## src/rtl/fifo_pkt_reader.sv

```systemverilog
// fifo_pkt_reader
//   Drains length-prefixed packets from a first-word-fall-through FIFO. The
//   header word is consumed and dropped. Its low LEN_WIDTH bits give the
//   payload length in words. The payload is then presented as a ready/valid
//   stream with an end-of-packet marker.
//
//   Optional feature macro: FIFO_PKT_RD_TIMEOUT_EN
//     If this macro is defined, a packet that starves mid-payload for
//     TIMEOUT_CYC empty cycles is aborted. The reader then emits a zero word
//     with m_last set and pulses pkt_err.
//
// Ports
//   clk         single clock, shared with the FIFO
//   rst_n       asynchronous active-low reset
//   fifo_dout   FWFT head word, valid while !fifo_empty
//   fifo_empty  FIFO empty flag
//   fifo_rd_en  pop request (combinational)
//   m_data      payload word
//   m_valid     m_data valid
//   m_last      final word of the packet
//   m_ready     consumer accepts the word
//   pkt_err     one-cycle pulse: zero-length header or timeout abort
//   pkt_cnt     packets completed downstream (wraps)
//   busy        packet in progress or output register occupied
//
// States
//   state   | meaning
//   IDLE    | waiting for a header word; pops and parses it
//   PAYLOAD | forwarding payload words, `remaining` still to pop
//   ABORT   | (timeout build only) waiting to emit the zero/last filler word

module fifo_pkt_reader #(
  parameter int DATA_WIDTH  = 32,
  parameter int LEN_WIDTH   = 11,
  parameter int TIMEOUT_CYC = 1024
) (
  input  logic                  clk,
  input  logic                  rst_n,
  input  logic [DATA_WIDTH-1:0] fifo_dout,
  input  logic                  fifo_empty,
  output logic                  fifo_rd_en,
  output logic [DATA_WIDTH-1:0] m_data,
  output logic                  m_valid,
  output logic                  m_last,
  input  logic                  m_ready,
  output logic                  pkt_err,
  output logic [15:0]           pkt_cnt,
  output logic                  busy
);

`ifdef FIFO_PKT_RD_TIMEOUT_EN
  typedef enum logic [1:0] {IDLE, PAYLOAD, ABORT} state_t;
`else
  typedef enum logic {IDLE, PAYLOAD} state_t;
`endif

  state_t               state, state_nxt;
  logic [LEN_WIDTH-1:0] remaining;
  logic [LEN_WIDTH-1:0] hdr_len;
  logic                 out_free;
  logic                 rd_req;
  logic                 pop_hdr;
  logic                 pop_pay;
  logic                 emit_abort;
  logic                 err_set;
  logic                 tmo_hit;

  assign hdr_len  = fifo_dout[LEN_WIDTH-1:0];
  assign out_free = !m_valid || m_ready;

`ifdef FIFO_PKT_RD_TIMEOUT_EN
  localparam int TW = $clog2(TIMEOUT_CYC) + 1;
  logic [TW-1:0] tmo_cnt;

  assign tmo_hit = (state == PAYLOAD) && fifo_empty &&
                   (tmo_cnt == TW'(TIMEOUT_CYC - 1));

  // Counts consecutive starved PAYLOAD cycles; a stall caused only by
  // downstream backpressure (FIFO non-empty) neither counts nor clears.
  always_ff @(posedge clk or negedge rst_n) begin
    if (!rst_n) begin
      tmo_cnt <= '0;
    end else if (state != PAYLOAD || pop_pay || tmo_hit) begin
      tmo_cnt <= '0;
    end else if (fifo_empty) begin
      tmo_cnt <= tmo_cnt + TW'(1);
    end
  end
`else
  assign tmo_hit = 1'b0;
`endif

  always_comb begin
    state_nxt  = state;
    rd_req     = 1'b0;
    pop_hdr    = 1'b0;
    pop_pay    = 1'b0;
    emit_abort = 1'b0;
    err_set    = 1'b0;
    case (state)
      IDLE: begin
        // The header is never forwarded, so it may pop even while the last
        // word of the previous packet still waits in the output register.
        if (!fifo_empty) begin
          rd_req  = 1'b1;
          pop_hdr = 1'b1;
          if (hdr_len == '0) err_set = 1'b1;
          else               state_nxt = PAYLOAD;
        end
      end
      PAYLOAD: begin
        if (!fifo_empty && out_free) begin
          rd_req  = 1'b1;
          pop_pay = 1'b1;
          if (remaining == LEN_WIDTH'(1)) state_nxt = IDLE;
        end
`ifdef FIFO_PKT_RD_TIMEOUT_EN
        else if (tmo_hit) begin
          state_nxt = ABORT;
        end
      end
      ABORT: begin
        if (out_free) begin
          emit_abort = 1'b1;
          err_set    = 1'b1;
          state_nxt  = IDLE;
        end
`endif
      end
      default: state_nxt = IDLE;
    endcase
  end

  // Gated by reset so the FIFO cannot lose a header while we are held in reset.
  assign fifo_rd_en = rd_req && rst_n;

  always_ff @(posedge clk or negedge rst_n) begin
    if (!rst_n) begin
      state     <= IDLE;
      remaining <= '0;
      m_data    <= '0;
      m_valid   <= 1'b0;
      m_last    <= 1'b0;
      pkt_err   <= 1'b0;
      pkt_cnt   <= '0;
    end else begin
      state   <= state_nxt;
      pkt_err <= err_set;

      if (pop_hdr)      remaining <= hdr_len;
      else if (pop_pay) remaining <= remaining - LEN_WIDTH'(1);

      if (pop_pay) begin
        m_data  <= fifo_dout;
        m_valid <= 1'b1;
        m_last  <= (remaining == LEN_WIDTH'(1));
      end else if (emit_abort) begin
        m_data  <= '0;
        m_valid <= 1'b1;
        m_last  <= 1'b1;
      end else if (m_valid && m_ready) begin
        m_valid <= 1'b0;
        m_last  <= 1'b0;
      end

      if (m_valid && m_ready && m_last) pkt_cnt <= pkt_cnt + 16'd1;
    end
  end

  assign busy = (state != IDLE) || m_valid;

endmodule

```

## config.mk

```make
export PLATFORM = sky130hd
export DESIGN_NAME = fifo_pkt_reader
export DESIGN_NICKNAME = d
export VERILOG_FILES = /design/src/rtl/fifo_pkt_reader.sv
export SDC_FILE = /design/constraint.sdc
export NUM_CORES = 1
export LEC_CHECK = 0
export BUFFER_PORTS_ARGS = -buffer_cell sky130_fd_sc_hd__buf_4
export CAP_MARGIN = 20
export CORE_UTILIZATION = 50
export DETAILED_ROUTE_END_ITERATION = 8
export GPL_TIMING_DRIVEN = 0
export MAX_ROUTING_LAYER = met4
export PLACE_DENSITY = 0.79
export SYNTH_ARGS = -nofsm -noshare
export SYNTH_HDL_FRONTEND = slang
export SYNTH_SLANG_ARGS = --single-unit
```

## constraint.sdc

```tcl
create_clock -name clk -period 2.2 [get_ports clk]
set_input_delay 0.33 -clock clk [delete_from_list [all_inputs] [get_ports clk]]
set_output_delay 0.33 -clock clk [all_outputs]
set_load 0.02 [all_outputs]
```

# After elaboration in Yosys (flattened, before gate mapping)
# Cells that the tools add are included.
classes:
  mul: 0
  order_cmp: 0
  muxes: 18
  n_bitwise: 1
  shifts: 0
  eq_ne: 1
  n_div: 0
  reduce_logical: 11
  addsub: 2
ops:
  columns: ["operator", "n"]
  rows:
  - ["$mux 11", 2]
  - ["$add 16x1->16 const B", 1]
  - ["$mux 1", 14]
  - ["$eq 11x1->1 const B", 1]
  - ["$logic_not 11->1", 1]
  - ["$sub 11x1->11 const B", 1]
  - ["$logic_and 1x1->1", 4]
  - ["$pmux 1 s2", 2]
  - ["$reduce_bool 2->1", 2]
  - ["$logic_not 1->1", 2]
  - ["$logic_or 1x1->1", 2]
  - ["$not 1->1", 1]
totals:
  rom_bits: 0
  latch_bits: 0
  ff_bits: 63
  mem_bits_rw: 0
  inputBits: 36
  memories: 0

# Longest topological paths before layout
depth:
  depth_word: 7
  depth_mapped: 6

# Worst setup path before layout
# No wires, ideal clock.
synth_timing:
  path_kind: "flip-flop to flip-flop"
  from: "register remaining[0]"
  to: "register remaining[10]"
  n_path_buf: 0
  setup_ps: 101
  arrival_ps: 1710
  path_stages_with_launch: 6
  synth_period_minus_slack_ps: 1811
  path_slack_ps: 389
  path_cell_list: "dfrtp_1 -> inv_1 -> ha_1 -> nor4b_2 -> or4b_4 -> o311ai_2"
synth_via:
  elab_chain_cells: 3
synth_rtl:
  columns: ["element", "line", "source"]
  rows:
  - ["start: declaration", "58", "logic [LEN_WIDTH-1:0] remaining;"]
  - ["start signal: assignment", "150", "if (pop_hdr) remaining <= hdr_len;"]
  - ["start signal: assignment", "151", "else if (pop_pay) remaining <= remaining - LEN_WIDTH'(1);"]
  - ["$sub 11x1->11", "151", null]
  - ["$mux 11", "151", null]
  - ["$mux 11", "150", null]
# Every way passes these cells. The select of a mux whose other input is x is not followed.
# A chain may end at the register's enable or synchronous reset.

# Worst setup path after layout
layout_timing:
  from: "register m_valid"
  to: "output port fifo_rd_en"
layout_via:
  elab_chain_cells: 6
layout_rtl:
  columns: ["element", "line", "source"]
  rows:
  - ["start: declaration", "43", "output logic m_valid,"]
  - ["start signal: assignment", "142", "m_valid <= 1'b0;"]
  - ["start signal: assignment", "155", "m_valid <= 1'b1;"]
  - ["start signal: assignment", "159", "m_valid <= 1'b1;"]
  - ["$logic_not 1->1", "69", "assign out_free = !m_valid || m_ready;"]
  - ["$logic_or 1x1->1", "69", null]
  - ["$logic_and 1x1->1", "112", "if (!fifo_empty && out_free) begin"]
  - ["$mux 1", "112", null]
  - ["$pmux 1 s2", "100", "case (state)"]
  - ["$logic_and 1x1->1", "135", "assign fifo_rd_en = rd_req && rst_n;"]
  - ["end: declaration", "41", "output logic fifo_rd_en,"]
# Every way passes these cells.

==> results.md <==
* Clock-pin slew on the worst setup and hold paths at 70 ps
* Vias in the first global route at 2173
* Routed len/inst at roughly 15 microns
* Number of antenna repair diodes at 0
* Overflow after GRT at 0
* Via total after detailed routing at 2188
* Cell accounting for the most synthesized area: sky130_fd_sc_hd__dfrtp_1
* Wire length after detailed routing at between 5 and 6 mm
* Critical Path Fanout Max at 8
* Aggregate global-route resource usage at 21.76%
* Cts hold-fix bufs at 0
* Combinational family with the most area after synthesis: simple AND/OR/NAND/NOR gates
* Outcome: finished, final reports clean
* Leak at around 1.7 nW
* Final Worst Setup Slack at 124.8 ps
* Total clock sinks at between 60 and 70
* Final setup vio count at 0
* Number of rows in the core area at 26
* Largest voltage drop on the vdd net at 501.0 uV
* HPWL after DPL at 4.159 mm
* Primary flip-flop cell chosen by synthesis mapping: sky130_fd_sc_hd__dfrtp_1
* Final Hold Viols at 0
* Vert. Die Dim at 76.49 microns
* Antenna violations before repair at 0
* Required @ worst endpoint at 1870 ps
* Routed Antenna Nets at 0
* Number of flops mapped to enable cells by yosys at 0
* Setup Buffers After CTS at 0
* Die Wd at roughly 76 microns
* Last weighted congestion value of the routability-driven placer at between 0.9 and 1
* Hold Crit Class: primary input to async pin
* Initial DRC count at 92
* Count of TritonRoute iterations in the first routing pass at 4
* Cell area after technology mapping at between 0.002 and 0.003 sq mm
* Clk_skew at 7.019 ps
* Area share of fa/ha/maj cells after synthesis at 1.353%
* TritonCTS clock tree: yes
* First-pass GRT wire length at 9.694 mm
* Initial core utilization at 52.96%
* Die Outline Area at 0.005850 sq mm
* Crit Path Class: register to output pin
* DRC violations left at 0
* Shortest clock period the worst path allows after layout at ~2100 ps
* Type of element capturing the critical path: output pin
* Avg Inst Size Synth at 12.44 sq um
* Fraction of post-synthesis cell area in the top cell type by area at 56.83%
* Endpoint arrival time on the critical path at 1750 ps
* Slew at the pin with the worst max-slew slack at between 700 and 800 ps
* Crit path launch type: register
* Clock buffers created by TritonCTS at 9
* Number of vias per cell at 5.539
* Top-level port count at just under 90
* Longest Clk Path Bufs at 2
* Core Footprint at 0.005238 sq mm
* CTS Root Buffer Type: sky130_fd_sc_hd__clkbuf_8
* Layout cell share with drive strength beyond 1 at 44.31%
* Total nets after synthesis at roughly 260
* Async set-or-reset flop fraction in the synthesized netlist at 100.0%
* Period utilisation layout at a little over nine tenths
* Fraction of the mapped netlist area in compound gates at 8.074%
* Remaining max-slew budget at the tightest pin at 48.71%
* Yosys reg bits at 63
* Count of nets after finishing at about 360
* Xor-xnor portion of the synthesized cell area at about 4.7%
* Yosys synthesis warning count at 0
* Proportion of synthesized chip area in sequential cells at 56.83%
* Unrepaired setup endpoints after global routing: no
* Setup Total Neg Slack at 0 ps
* Final max-slew violation count at 0
* Number of H-tree branching levels at 3
* Pin count of the biggest net entering global routing at 65
* Synthesized instance count at 223
* Number of different library cells in the post-synthesis netlist at 39
* Max Freq at 0.4819 GHz
* Area Growth Syn to Fin at 33.83%
* Synth Area in Simple Gates at 13.80%
* Total power divided by cell area at 801.1 mW/mm^2
* Number of port buffers at 88
* Core occupancy in the finished layout at 70.88%
* Clock latency at the later pin of the worst-skew pair at roughly 330 ps
* Worst Setup Slack post-DPL at 114.7 ps
* Portion of netlist area occupied by mux cells at 13.40%
* Top cells by area in the synthesized netlist: sky130_fd_sc_hd__dfrtp_1, sky130_fd_sc_hd__mux2_2, sky130_fd_sc_hd__xnor2_1, sky130_fd_sc_hd__nand3_1, sky130_fd_sc_hd__o22a_1
* Max-capacitance violation count at 0
## registers in the layout, summed over array words and instances, names as in the netlist
signal	cells
m_data	32
m_last	1
pkt_err	1
pkt_cnt	16
m_valid	1
remaining	11
state	1
## path summary, 6_finish.rpt
kind                                 end          start  cells after the start  slack, ps
setup / recovery              fifo_rd_en        m_valid                      4        120
hold / removal               pkt_cnt[12]          rst_n                      1         70
setup reg to reg           remaining[10]   remaining[0]                      5        190
hold reg to reg              pkt_cnt[15]    pkt_cnt[15]                      1        490
max in group asynchronous     m_data[23]          rst_n                      1       1620
min in group clk              m_data[30]  fifo_dout[30]                      2        220
## per-stage QoR
stage                     hold WS [ps]  total power [mW]  cells  area [sq um]
after global routing             150.1             3.106    395          3712
final                            66.15             2.974    395          3712
after CTS                        104.9             2.997    395          3705
after detailed placement         463.7             2.065    381          3522
after floorplan                  34.41             1.770    223          2774
after global placement           462.5             2.040    381          3522
## metal layers
metal	part of all wire, %	wire length [microns]	up-vias	GRT usage (%)
met5	0	0	-	-
met4	2.7	155	0	11.92
met3	6.0	343	17	4.311
met2	46	2665	93	33.60
met1	45	2596	1057	26.98
li1	-	-	1021	-
## synth_stat cells, drive strengths merged (3+ instances only)
cell and instances:
dfrtp 63, and3 3, xnor2 13, nand2 8, a22oi 4, nand3 15, nand2b 3, nor2 11
nor3 4, inv 4, a21oi 7, clkbuf 4, nor4 3, ha 3, o22a 6, buf 4
nand4 5, mux2 33, and4 5, o21ai 4
## worst max-delay path: stages, from the launching register on
cell and delay, ps:
sky130_fd_sc_hd__dfrtp_1 440, sky130_fd_sc_hd__nor2b_1 420, sky130_fd_sc_hd__a21oi_1 200, sky130_fd_sc_hd__and2_1 190, sky130_fd_sc_hd__buf_4 150
## timing repair
item	in CTS	in global routing
endpoints found under the hold margin	0	0
gates resized for setup	0	3
endpoints found under the setup margin	0	21
## layout make-up
cell class                      count  area [sq um]
Inverter                            4         15.01
Multi-Input combinational cell    148          1154
Buffer                              8         36.28
Tap cell                           70         87.58
Clock buffer                       14         182.7
Sequential cell                    63          1577
Timing Repair Buffer               88         660.6
Fill cell                         391          1525
## cells by family (layout without fill, tap and decap cells)
kind of cell	Yosys count	in the layout
fa+ha+maj	3	3
mux	33	33
xor+xnor	15	15
buf+inv	12	114
flops	63	63
compound gates	31	31
simple gates	66	66
## layout by cell type, fill, tap and decap left out, drive strengths merged, types with 5 or more instances in the layout
master / instances
a21oi: 7
and4: 5
buf: 92
clkbuf: 18
dfrtp: 63
mux2: 33
nand2: 8
nand3: 15
nand4: 5
nor2: 11
o22a: 6
xnor2: 13
## where the power goes
part,switching (mW),internal [mW]
clock network,0.412,0.521
registers,0.110,1.30
logic,0.318,0.314
total,0.839,2.13
No activity file was read; power rests on OpenSTA's default activity.
